**src/rtl/alu_operand_stage_if.sv**
```systemverilog
// rtl/alu_operand_stage_if.sv - decode/forward/execute signal bundle for the ALU operand stage
// master: upstream driver (decode, forwarding stages, EX consumer) ; slave: the operand stage
interface alu_operand_stage_if;
  // decode side
  logic        dec_valid;
  logic        dec_ready;
  logic [4:0]  dec_rs1_addr;
  logic [4:0]  dec_rs2_addr;
  logic [4:0]  dec_rd_addr;
  logic [31:0] dec_rs1_data;
  logic [31:0] dec_rs2_data;
  logic [31:0] dec_pc;
  logic [31:0] dec_imm;
  logic [2:0]  dec_op;
  logic        dec_a_sel;
  logic        dec_b_sel;
  logic        dec_reg_write;
  // forwarding sources
  logic        fwd_mem_en;
  logic [4:0]  fwd_mem_rd;
  logic [31:0] fwd_mem_data;
  logic        fwd_wb_en;
  logic [4:0]  fwd_wb_rd;
  logic [31:0] fwd_wb_data;
  // control and execute side
  logic        flush;
  logic        ex_ready;
  logic        ex_valid;
  logic [31:0] data_a;
  logic [31:0] data_b;
  logic [2:0]  operation;
  logic [4:0]  ex_rd_addr;
  logic        ex_reg_write;
  logic [31:0] ex_store_data;
  logic [15:0] stall_count;

  modport master (
    output dec_valid, dec_rs1_addr, dec_rs2_addr, dec_rd_addr, dec_rs1_data, dec_rs2_data,
           dec_pc, dec_imm, dec_op, dec_a_sel, dec_b_sel, dec_reg_write,
           fwd_mem_en, fwd_mem_rd, fwd_mem_data, fwd_wb_en, fwd_wb_rd, fwd_wb_data,
           flush, ex_ready,
    input  dec_ready, ex_valid, data_a, data_b, operation, ex_rd_addr, ex_reg_write,
           ex_store_data, stall_count
  );

  modport slave (
    input  dec_valid, dec_rs1_addr, dec_rs2_addr, dec_rd_addr, dec_rs1_data, dec_rs2_data,
           dec_pc, dec_imm, dec_op, dec_a_sel, dec_b_sel, dec_reg_write,
           fwd_mem_en, fwd_mem_rd, fwd_mem_data, fwd_wb_en, fwd_wb_rd, fwd_wb_data,
           flush, ex_ready,
    output dec_ready, ex_valid, data_a, data_b, operation, ex_rd_addr, ex_reg_write,
           ex_store_data, stall_count
  );
endinterface

```
**src/rtl/alu_operand_stage.sv**
```systemverilog
// rtl/alu_operand_stage.sv - decode-to-execute operand register with MEM/WB forwarding
// Ports: clk (rising edge), rst_n (async active-low), bus (alu_operand_stage_if.slave):
//   decode handshake + operands in, MEM/WB forwards in, flush/ex_ready in,
//   held ALU operands, destination, store data and stall counter out.
module alu_operand_stage (
  input  logic               clk,
  input  logic               rst_n,
  alu_operand_stage_if.slave bus
);
  logic        r_valid;
  logic [31:0] r_data_a;
  logic [31:0] r_data_b;
  logic [2:0]  r_op;
  logic [4:0]  r_rd;
  logic        r_reg_write;
  logic [31:0] r_store;
  logic [4:0]  r_rs1;
  logic [4:0]  r_rs2;
  logic        r_a_sel;
  logic        r_b_sel;
  logic [15:0] r_stall_count;

  logic        w_dec_ready;
  logic        w_take;
  logic        w_stall;
  logic [31:0] w_fwd_rs1;
  logic [31:0] w_fwd_rs2;

  // x0 reads as zero and is never forwarded; MEM is newer than WB so it wins.
  function automatic logic [31:0] fwd_value(
    input logic [4:0]  rs,
    input logic [31:0] fallback,
    input logic        mem_en,
    input logic [4:0]  mem_rd,
    input logic [31:0] mem_data,
    input logic        wb_en,
    input logic [4:0]  wb_rd,
    input logic [31:0] wb_data
  );
    if (rs == 5'd0)                     return 32'd0;
    else if (mem_en && (mem_rd == rs))  return mem_data;
    else if (wb_en && (wb_rd == rs))    return wb_data;
    else                                return fallback;
  endfunction

  assign w_dec_ready = !r_valid || bus.ex_ready;
  assign w_take      = bus.dec_valid && w_dec_ready;
  assign w_stall     = r_valid && !bus.ex_ready;

  assign w_fwd_rs1 = fwd_value(bus.dec_rs1_addr, bus.dec_rs1_data,
                               bus.fwd_mem_en, bus.fwd_mem_rd, bus.fwd_mem_data,
                               bus.fwd_wb_en, bus.fwd_wb_rd, bus.fwd_wb_data);
  assign w_fwd_rs2 = fwd_value(bus.dec_rs2_addr, bus.dec_rs2_data,
                               bus.fwd_mem_en, bus.fwd_mem_rd, bus.fwd_mem_data,
                               bus.fwd_wb_en, bus.fwd_wb_rd, bus.fwd_wb_data);

  always_ff @(posedge clk or negedge rst_n) begin
    if (!rst_n) begin
      r_valid       <= 1'b0;
      r_data_a      <= 32'd0;
      r_data_b      <= 32'd0;
      r_op          <= 3'd0;
      r_rd          <= 5'd0;
      r_reg_write   <= 1'b0;
      r_store       <= 32'd0;
      r_rs1         <= 5'd0;
      r_rs2         <= 5'd0;
      r_a_sel       <= 1'b0;
      r_b_sel       <= 1'b0;
      r_stall_count <= 16'd0;
    end else begin
      if (w_stall && (r_stall_count != 16'hFFFF))
        r_stall_count <= r_stall_count + 16'd1;

      if (bus.flush) begin
        // data fields are left as-is; only the valid/write qualifiers die
        r_valid     <= 1'b0;
        r_reg_write <= 1'b0;
      end else if (w_take) begin
        r_valid     <= 1'b1;
        r_data_a    <= bus.dec_a_sel ? bus.dec_pc : w_fwd_rs1;
        r_data_b    <= bus.dec_b_sel ? bus.dec_imm : w_fwd_rs2;
        r_op        <= bus.dec_op;
        r_rd        <= bus.dec_rd_addr;
        r_reg_write <= bus.dec_reg_write;
        r_store     <= w_fwd_rs2;
        r_rs1       <= bus.dec_rs1_addr;
        r_rs2       <= bus.dec_rs2_addr;
        r_a_sel     <= bus.dec_a_sel;
        r_b_sel     <= bus.dec_b_sel;
      end else if (bus.ex_ready) begin
        r_valid     <= 1'b0;
        r_reg_write <= 1'b0;
      end else if (r_valid) begin
        // stalled: pick up results that arrive after capture; a miss keeps the held value
        if (!r_a_sel)
          r_data_a <= fwd_value(r_rs1, r_data_a, bus.fwd_mem_en, bus.fwd_mem_rd, bus.fwd_mem_data,
                                bus.fwd_wb_en, bus.fwd_wb_rd, bus.fwd_wb_data);
        if (!r_b_sel)
          r_data_b <= fwd_value(r_rs2, r_data_b, bus.fwd_mem_en, bus.fwd_mem_rd, bus.fwd_mem_data,
                                bus.fwd_wb_en, bus.fwd_wb_rd, bus.fwd_wb_data);
        r_store <= fwd_value(r_rs2, r_store, bus.fwd_mem_en, bus.fwd_mem_rd, bus.fwd_mem_data,
                             bus.fwd_wb_en, bus.fwd_wb_rd, bus.fwd_wb_data);
      end
    end
  end

  assign bus.dec_ready     = w_dec_ready;
  assign bus.ex_valid      = r_valid;
  assign bus.data_a        = r_data_a;
  assign bus.data_b        = r_data_b;
  assign bus.operation     = r_op;
  assign bus.ex_rd_addr    = r_rd;
  assign bus.ex_reg_write  = r_reg_write;
  assign bus.ex_store_data = r_store;
  assign bus.stall_count   = r_stall_count;
endmodule

```
**src/flat_wrapper.sv**
```systemverilog
// flat-port wrapper written by rule: the top's interface ports become plain ports
module alu_operand_stage_flat 
  (clk, rst_n, bus_dec_valid, bus_dec_rs1_addr, bus_dec_rs2_addr, bus_dec_rd_addr, bus_dec_rs1_data, bus_dec_rs2_data, bus_dec_pc, bus_dec_imm, bus_dec_op, bus_dec_a_sel, bus_dec_b_sel, bus_dec_reg_write, bus_fwd_mem_en, bus_fwd_mem_rd, bus_fwd_mem_data, bus_fwd_wb_en, bus_fwd_wb_rd, bus_fwd_wb_data, bus_flush, bus_ex_ready, bus_dec_ready, bus_ex_valid, bus_data_a, bus_data_b, bus_operation, bus_ex_rd_addr, bus_ex_reg_write, bus_ex_store_data, bus_stall_count);
  alu_operand_stage_if bus_i ();
  input  logic clk;
  input  logic rst_n;
  input wire logic [$bits(bus_i.dec_valid)-1:0] bus_dec_valid;
  input wire logic [$bits(bus_i.dec_rs1_addr)-1:0] bus_dec_rs1_addr;
  input wire logic [$bits(bus_i.dec_rs2_addr)-1:0] bus_dec_rs2_addr;
  input wire logic [$bits(bus_i.dec_rd_addr)-1:0] bus_dec_rd_addr;
  input wire logic [$bits(bus_i.dec_rs1_data)-1:0] bus_dec_rs1_data;
  input wire logic [$bits(bus_i.dec_rs2_data)-1:0] bus_dec_rs2_data;
  input wire logic [$bits(bus_i.dec_pc)-1:0] bus_dec_pc;
  input wire logic [$bits(bus_i.dec_imm)-1:0] bus_dec_imm;
  input wire logic [$bits(bus_i.dec_op)-1:0] bus_dec_op;
  input wire logic [$bits(bus_i.dec_a_sel)-1:0] bus_dec_a_sel;
  input wire logic [$bits(bus_i.dec_b_sel)-1:0] bus_dec_b_sel;
  input wire logic [$bits(bus_i.dec_reg_write)-1:0] bus_dec_reg_write;
  input wire logic [$bits(bus_i.fwd_mem_en)-1:0] bus_fwd_mem_en;
  input wire logic [$bits(bus_i.fwd_mem_rd)-1:0] bus_fwd_mem_rd;
  input wire logic [$bits(bus_i.fwd_mem_data)-1:0] bus_fwd_mem_data;
  input wire logic [$bits(bus_i.fwd_wb_en)-1:0] bus_fwd_wb_en;
  input wire logic [$bits(bus_i.fwd_wb_rd)-1:0] bus_fwd_wb_rd;
  input wire logic [$bits(bus_i.fwd_wb_data)-1:0] bus_fwd_wb_data;
  input wire logic [$bits(bus_i.flush)-1:0] bus_flush;
  input wire logic [$bits(bus_i.ex_ready)-1:0] bus_ex_ready;
  output wire logic [$bits(bus_i.dec_ready)-1:0] bus_dec_ready;
  output wire logic [$bits(bus_i.ex_valid)-1:0] bus_ex_valid;
  output wire logic [$bits(bus_i.data_a)-1:0] bus_data_a;
  output wire logic [$bits(bus_i.data_b)-1:0] bus_data_b;
  output wire logic [$bits(bus_i.operation)-1:0] bus_operation;
  output wire logic [$bits(bus_i.ex_rd_addr)-1:0] bus_ex_rd_addr;
  output wire logic [$bits(bus_i.ex_reg_write)-1:0] bus_ex_reg_write;
  output wire logic [$bits(bus_i.ex_store_data)-1:0] bus_ex_store_data;
  output wire logic [$bits(bus_i.stall_count)-1:0] bus_stall_count;
  assign bus_i.dec_valid = bus_dec_valid;
  assign bus_i.dec_rs1_addr = bus_dec_rs1_addr;
  assign bus_i.dec_rs2_addr = bus_dec_rs2_addr;
  assign bus_i.dec_rd_addr = bus_dec_rd_addr;
  assign bus_i.dec_rs1_data = bus_dec_rs1_data;
  assign bus_i.dec_rs2_data = bus_dec_rs2_data;
  assign bus_i.dec_pc = bus_dec_pc;
  assign bus_i.dec_imm = bus_dec_imm;
  assign bus_i.dec_op = bus_dec_op;
  assign bus_i.dec_a_sel = bus_dec_a_sel;
  assign bus_i.dec_b_sel = bus_dec_b_sel;
  assign bus_i.dec_reg_write = bus_dec_reg_write;
  assign bus_i.fwd_mem_en = bus_fwd_mem_en;
  assign bus_i.fwd_mem_rd = bus_fwd_mem_rd;
  assign bus_i.fwd_mem_data = bus_fwd_mem_data;
  assign bus_i.fwd_wb_en = bus_fwd_wb_en;
  assign bus_i.fwd_wb_rd = bus_fwd_wb_rd;
  assign bus_i.fwd_wb_data = bus_fwd_wb_data;
  assign bus_i.flush = bus_flush;
  assign bus_i.ex_ready = bus_ex_ready;
  assign bus_dec_ready = bus_i.dec_ready;
  assign bus_ex_valid = bus_i.ex_valid;
  assign bus_data_a = bus_i.data_a;
  assign bus_data_b = bus_i.data_b;
  assign bus_operation = bus_i.operation;
  assign bus_ex_rd_addr = bus_i.ex_rd_addr;
  assign bus_ex_reg_write = bus_i.ex_reg_write;
  assign bus_ex_store_data = bus_i.ex_store_data;
  assign bus_stall_count = bus_i.stall_count;
  alu_operand_stage u_core (.clk(clk), .rst_n(rst_n), .bus(bus_i));
endmodule
```
**config.mk**
```make
export PLATFORM = sky130hd
export DESIGN_NAME = alu_operand_stage_flat
export DESIGN_NICKNAME = d
export VERILOG_FILES = /design/src/rtl/alu_operand_stage_if.sv /design/src/rtl/alu_operand_stage.sv /design/src/flat_wrapper.sv
export SDC_FILE = /design/constraint.sdc
export NUM_CORES = 1
export LEC_CHECK = 0
export BUFFER_PORTS_ARGS = -buffer_cell sky130_fd_sc_hd__buf_2
export CAP_MARGIN = 25
export CORE_MARGIN = 2
export CORE_UTILIZATION = 44
export DETAILED_ROUTE_END_ITERATION = 7
export PLACE_DENSITY = 0.73
export SKIP_LAST_GASP = 1
export SYNTH_ARGS = -nofsm -noshare
export SYNTH_HDL_FRONTEND = slang
export SYNTH_SLANG_ARGS = --single-unit
```
**constraint.sdc**
```tcl
create_clock -name clk -period 2.5 [get_ports clk]
set_input_delay 0.375 -clock clk [delete_from_list [all_inputs] [get_ports clk]]
set_output_delay 0.375 -clock clk [all_outputs]
set_load 0.02 [all_outputs]
```
# Word level (Yosys, flattened, before mapping)
# Index checks and enable logic that the tools add are counted.
# op_classes
bitwise_logic	1
n_mux	30
n_reduce_logical	26
n_addsub	1
eq_ne	12
# ops
operator	count
32-bit two-way mux	25
5-bit equality test	8
5-bit logical NOT	4
16-bit by 1-bit adder with 16-bit output, second input constant	1
16-bit inequality test, second input constant	1
1-bit logical AND	11
5-bit AND reduction	2
4-bit nonzero test	2
1-bit two-way mux	5
2-bit inequality test, second input constant	2
4-bit AND reduction	1
3-bit nonzero test	1
1-bit logical NOT	2
2-bit by 1-bit inequality test with 1-bit output, second input constant	1
2-bit AND reduction	1
2-bit nonzero test	1
1-bit logical OR	1
1-bit NOT	1
# word_totals
in_bits	230
wordCells	82
out_inout_bits	123
ff_bits	134

# Depth between registers and ports, before layout
# depth
depth_word	9
mapped_depth	9
ltp_nobuf	7

# Worst setup path before layout
# Ideal clock, no wire load.
# synth_timing
kind	reg-to-reg
start	reg u_core.r_valid (netlist: u_core.bus.ex_valid)
end	reg u_core.r_data_b[10] (netlist: u_core.bus.data_b[10])
path_buffers	2
period_less_slack_ns	2.088
stages_incl_launch_ff	10
setup_time_ns	0.067
arrival_time_ns	2.022
path_slack_ns	0.412
path_cell_list	dfrtp_1 nor2b_1 inv_2 o2bb2ai_1 nor4bb_1 clkbuf_1 clkbuf_1 nand2_1 nand2_1 o32a_1
# synth_between
elab_chain_cells	5
word_cells_on_any_way	9
cone_classes	2 x eq/ne; 1 x mux; 6 x reduce/logical
# synth_rtl
element	line	rtl
start: declaration	alu_operand_stage.sv:10	logic r_valid;
start signal: assignment	alu_operand_stage.sv:59	r_valid <= 1'b0;
start signal: assignment	alu_operand_stage.sv:77	r_valid <= 1'b0;
start signal: assignment	alu_operand_stage.sv:80	r_valid <= 1'b1;
1-bit logical NOT (*)	alu_operand_stage.sv:46	assign w_dec_ready = !r_valid || bus.ex_ready;
1-bit logical OR (*)	alu_operand_stage.sv:46	
via bus_dec_ready	flat_wrapper.sv:27	output wire logic [$bits(bus_i.dec_ready)-1:0] bus_dec_ready;
1-bit logical AND (*)	alu_operand_stage.sv:47	assign w_take = bus.dec_valid && w_dec_ready;
2-bit inequality test (no source line), or another cell as far along	-	
5-bit AND reduction (no source line)	-	
end signal: assignment	alu_operand_stage.sv:82	r_data_b <= bus.dec_b_sel ? bus.dec_imm : w_fwd_rs2;
end signal: assignment	alu_operand_stage.sv:100	r_data_b <= fwd_value(r_rs2, r_data_b, bus.fwd_mem_en, bus.fwd_mem_rd, bus.fwd_mem_data,
end: declaration	alu_operand_stage.sv:12	logic [31:0] r_data_b;
# Mark *: on every way through the listed nets, which the timed path passes. The rest lies on a longest branch.
# A chain may end at the register's enable or synchronous reset.

# Final worst setup path
# layout_timing
start	reg u_core.r_rs2[1]
end	reg u_core.r_data_b[19] (netlist: u_core.bus.data_b[19])
# layout_between
elab_chain_cells	8
word_cells_on_any_way	13
cone_classes	2 x eq/ne; 6 x mux; 5 x reduce/logical
# layout_rtl
element	line	rtl
start: declaration	alu_operand_stage.sv:18	logic [4:0] r_rs2;
start signal: assignment	alu_operand_stage.sv:88	r_rs2 <= bus.dec_rs2_addr;
5-bit equality test	alu_operand_stage.sv:41	else if (mem_en && (mem_rd == rs)) return mem_data;
1-bit logical AND	alu_operand_stage.sv:41	
32-bit two-way mux	alu_operand_stage.sv:41	
32-bit two-way mux	alu_operand_stage.sv:40	if (rs == 5'd0) return 32'd0;
32-bit two-way mux	alu_operand_stage.sv:99	if (!r_b_sel)
32-bit two-way mux	alu_operand_stage.sv:94	end else if (r_valid) begin
32-bit two-way mux	alu_operand_stage.sv:91	end else if (bus.ex_ready) begin
32-bit two-way mux	alu_operand_stage.sv:79	end else if (w_take) begin
# Parallel ways exist; a longest one is shown, timed or not. The select of a mux whose other input is x is not followed.

==> summary.md <==
| Metric | Value |
|---|---|
| Sequential fraction of the synthesis area | `between 30 and 40%` |
| Leak pwr | `5.50 nW` |
| Iter 0 DRT Violations | `between 900 and 1000` |
| Initial Util | `approximately 45%` |
| Clock tree root driver cell | `clkbuf_16` |
| Reg clk slew, reported paths | `around 0.060 ns` |
| Vias | `10400` |
| Skew-Pair Late Insertion Delay | `0.43 ns` |
| CP startpoint kind | `register` |
| Largest net degree at the start of global routing | `65` |
| Syn nets | `1322` |
| Worst min-delay path category | `input pin to register` |
| Post-synth EDFFs | `0` |
| I/O Buffers | `352` |
| Setup ws final | `around 0.17 ns` |
| Pwr/cell area | `just over 700 mW/mm^2` |
| P&R area growth vs syn | `31.5%` |
| Final clock skew | `0.0143 ns` |
| Final instance area | `roughly 0.012 sq mm` |
| Tmin final | `2.33 ns` |
| Synth cell types | `46` |
| Placed Area | `0.0116 sq mm` |
| Die Ht | `150 um` |
| WL/cell | `21.7 um` |
| Top_reg_cell synth | `dfrtp_1` |
| DRC errors left | `0` |
| GR Util All Layers | `32.3%` |
| First-pass GRT wire length | `55600 um` |
| Wire length on met1 | `14700 um` |
| Die Wd | `150 um` |
| Setup slack at placement | `-0.00947 ns` |
| Metal2 WL | `17200 um` |
| DRT antenna net count | `0` |
| Nets | `1643` |
| Global route overflow | `0` |
| PostCTS Resize Cnt | `0` |
| Worst-Margin Slew | `0.700 ns` |
| Num CTS Buffers | `17` |
| Row count | `53` |
| Critical Path Sink Type | `register` |
| DR top layer | `met5` |
| I/O pin count | `353` |
| Initial antenna violation count | `12` |
| Mean Syn Cell Area | `approximately 8.6 sq um` |
| Fmax | `around 430 MHz` |
| Post-DP HPWL | `approximately 26000 um` |
| Relative slew slack | `a little over half` |
| Fin Setup TNS | `0 ns` |
| Required time worst endpoint | `2.80 ns` |
| First-pass iteration count of the detailed router | `5` |
| Metal3 WL | `3770 um` |
| Post-CTS Setup Repair Bufs | `0` |
| Crit path kind | `register to register` |
| Drt total wl | `37200 um` |
| Final worst path period share | `between 90% and 100%` |
| Layout cell share with drive strength beyond 1 | `36.8%` |
| Max-slew violation count | `0` |
| Synthesized instance count | `between 1000 and 1500` |
| Mapped Area | `0.00934 sq mm` |
| Vias in the first global route | `between 10000 and 15000` |
| #FFs+latches synth | `about 130` |
| Vias/cell | `6.06` |
| CTS H-tree lvls | `4` |
| Yosys warns | `0` |
| Longest Clk Path Bufs | `2` |
| VDD IR max | `489 uV` |
| Asr flop ratio synth | `100%` |
| Critical path peak fanout | `33` |
| Total power | `8.73 mW` |
| Routability cong. | `between 0.9 and 1` |
| Unrepaired setup endpoints after global routing | `false` |
| Final Hold Vio Count | `0` |
| Number of clock sinks | `134` |
| Hold Buf Count CTS | `1` |
| CTS tree | `yes` |
| WHS | `0.140 ns` |
| Core ar. | `0.0210 sq mm` |
| Setup Viol. Count Final | `0` |
| Status | `finished clean` |
| Die Footprint | `between 0.02 and 0.025 sq mm` |
| Max-cap viol count | `0` |
| Crit path DAT | `~2.6 ns` |
## area by class of cell
cell class	count	area, sq um
well taps	275	344
fillers	1915	8670
diodes	12	30.0
repair buffers	394	2290
clock buffers	19	443
flip-flops and latches	134	3350
clock inverters	13	144
multi-input cells	829	5550
inverters	36	135
## cell usage after synthesis (2+ instances only)
| cell type | number | area share (%) |
|---|---|---|
| nand2_1 | 173 | 7.0 |
| dfrtp_1 | 134 | 36 |
| nor2_1 | 104 | 4.2 |
| nand3_1 | 77 | 4.1 |
| clkbuf_1 | 67 | 2.7 |
| o32a_1 | 64 | 6.9 |
| mux2_2 | 53 | 6.4 |
| nand4_1 | 37 | 2.5 |
| nor3_1 | 37 | 2.0 |
| inv_1 | 35 | 1.4 |
| o21ai_0 | 33 | 1.8 |
| a2111oi_0 | 32 | 3.0 |
| a21o_1 | 32 | 2.6 |
| a311o_1 | 32 | 3.4 |
| nand2b_1 | 32 | 2.1 |
| a211oi_2 | 30 | 4.0 |
| xor2_1 | 30 | 2.8 |
| xnor2_1 | 22 | 2.1 |
| buf_2 | 18 | 0.96 |
| buf_6 | 6 | 0.72 |
| a21oi_1 | 5 | 0.27 |
| nor4_1 | 5 | 0.33 |
| and3_1 | 4 | 0.27 |
| or4_1 | 3 | 0.24 |
| a211oi_1 | 2 | 0.16 |
| a21oi_2 | 2 | 0.19 |
| and4_1 | 2 | 0.19 |
| mux2i_1 | 2 | 0.21 |
## cell families (layout without fill, tap and decap cells)
family                   count (synthesis)  after routing  share of synthesized area (%)
multiplexers                            55             55                           6.60
flip-flops                             134            134                           35.9
buffers and inverters                  128            462                           5.87
XOR/XNOR                                53             53                           5.05
other                                    0             12                              0
AO/OA/AOI/OAI                          239            239                           22.9
adder cells (fa/ha/maj)                  1              1                          0.134
AND/OR/NAND/NOR                        481            481                           23.5
## path summary, 6_finish.rpt
check,startpoint,end,slack [ns],depth (start not counted)
max reg2reg,u_core.r_rs2[1]$_DFFE_PN0P_,u_core.bus.data_b[19]$_DFFE_PN0P_,0.17,7
max,u_core.r_rs2[1]$_DFFE_PN0P_,u_core.bus.data_b[19]$_DFFE_PN0P_,0.17,7
min reg2reg,u_core.bus.ex_store_data[31]$_DFFE_PN0P_,u_core.bus.ex_store_data[31]$_DFFE_PN0P_,0.49,1
min in group asynchronous,rst_n,u_core.bus.stall_count[0]$_DFFE_PN0P_,0.46,2
max in group asynchronous,rst_n,u_core.bus.ex_store_data[18]$_DFFE_PN0P_,1.20,3
min,bus_flush,u_core.bus.ex_reg_write$_DFFE_PN0P_,0.14,2
## layer usage
layer | vias up | track usage [%]
met4 | 2 | 16.6
li1 | 4678 | -
met5 | - | 0
met1 | 4947 | 41.0
met3 | 123 | 7.84
met2 | 617 | 51.3
## cell usage in the layout, fill, tap and decap left out, drive strengths merged, types with 12 or more instances in the layout
cell type,netlist,routed
clkbuf,67,19
mux2,53,53
nor2,104,104
o21ai,33,33
nor3,37,37
dfrtp,134,134
inv,36,41
o32a,64,64
nand2,173,173
nand3,77,77
a211oi,32,32
xor2,30,30
nand4,38,38
nand2b,32,32
a21o,32,32
a311o,32,32
a2111oi,32,32
buf,25,393
xnor2,23,23
diode,0,12
## state kept, by name, summed over array words and instances, names as in the netlist
name                      flops
u_core.bus.ex_reg_write       1
u_core.bus.operation          3
u_core.bus.data_a            32
u_core.r_b_sel                1
u_core.bus.stall_count       16
u_core.bus.ex_valid           1
u_core.r_rs1                  5
u_core.bus.ex_store_data     32
u_core.bus.ex_rd_addr         5
u_core.bus.data_b            32
u_core.r_rs2                  5
u_core.r_a_sel                1
## worst max-delay path: stages, from the launching register on
cell and delay [ns]:
dfrtp_1 0.42, or4_1 0.54, o2bb2ai_1 0.41, a31oi_4 0.09
buf_12 0.21, o21ai_0 0.10, nand2_1 0.09, o32a_1 0.35
## per-stage QoR
stage,utilization (%),cells
after global placement,55.6,1666
final,58.6,1712
after detailed placement,55.6,1666
after global routing,58.6,1710
after floorplan,-,1091
after CTS,58.4,1699
## where the power goes
group	leakage [nW]	internal, mW	switching [mW]	total (mW)
registers	1.59	2.71	0.411	3.12
clock network	0.277	1.51	1.08	2.59
logic	3.63	1.19	1.83	3.02
Note: power is estimated with default switching activity, not from simulation.
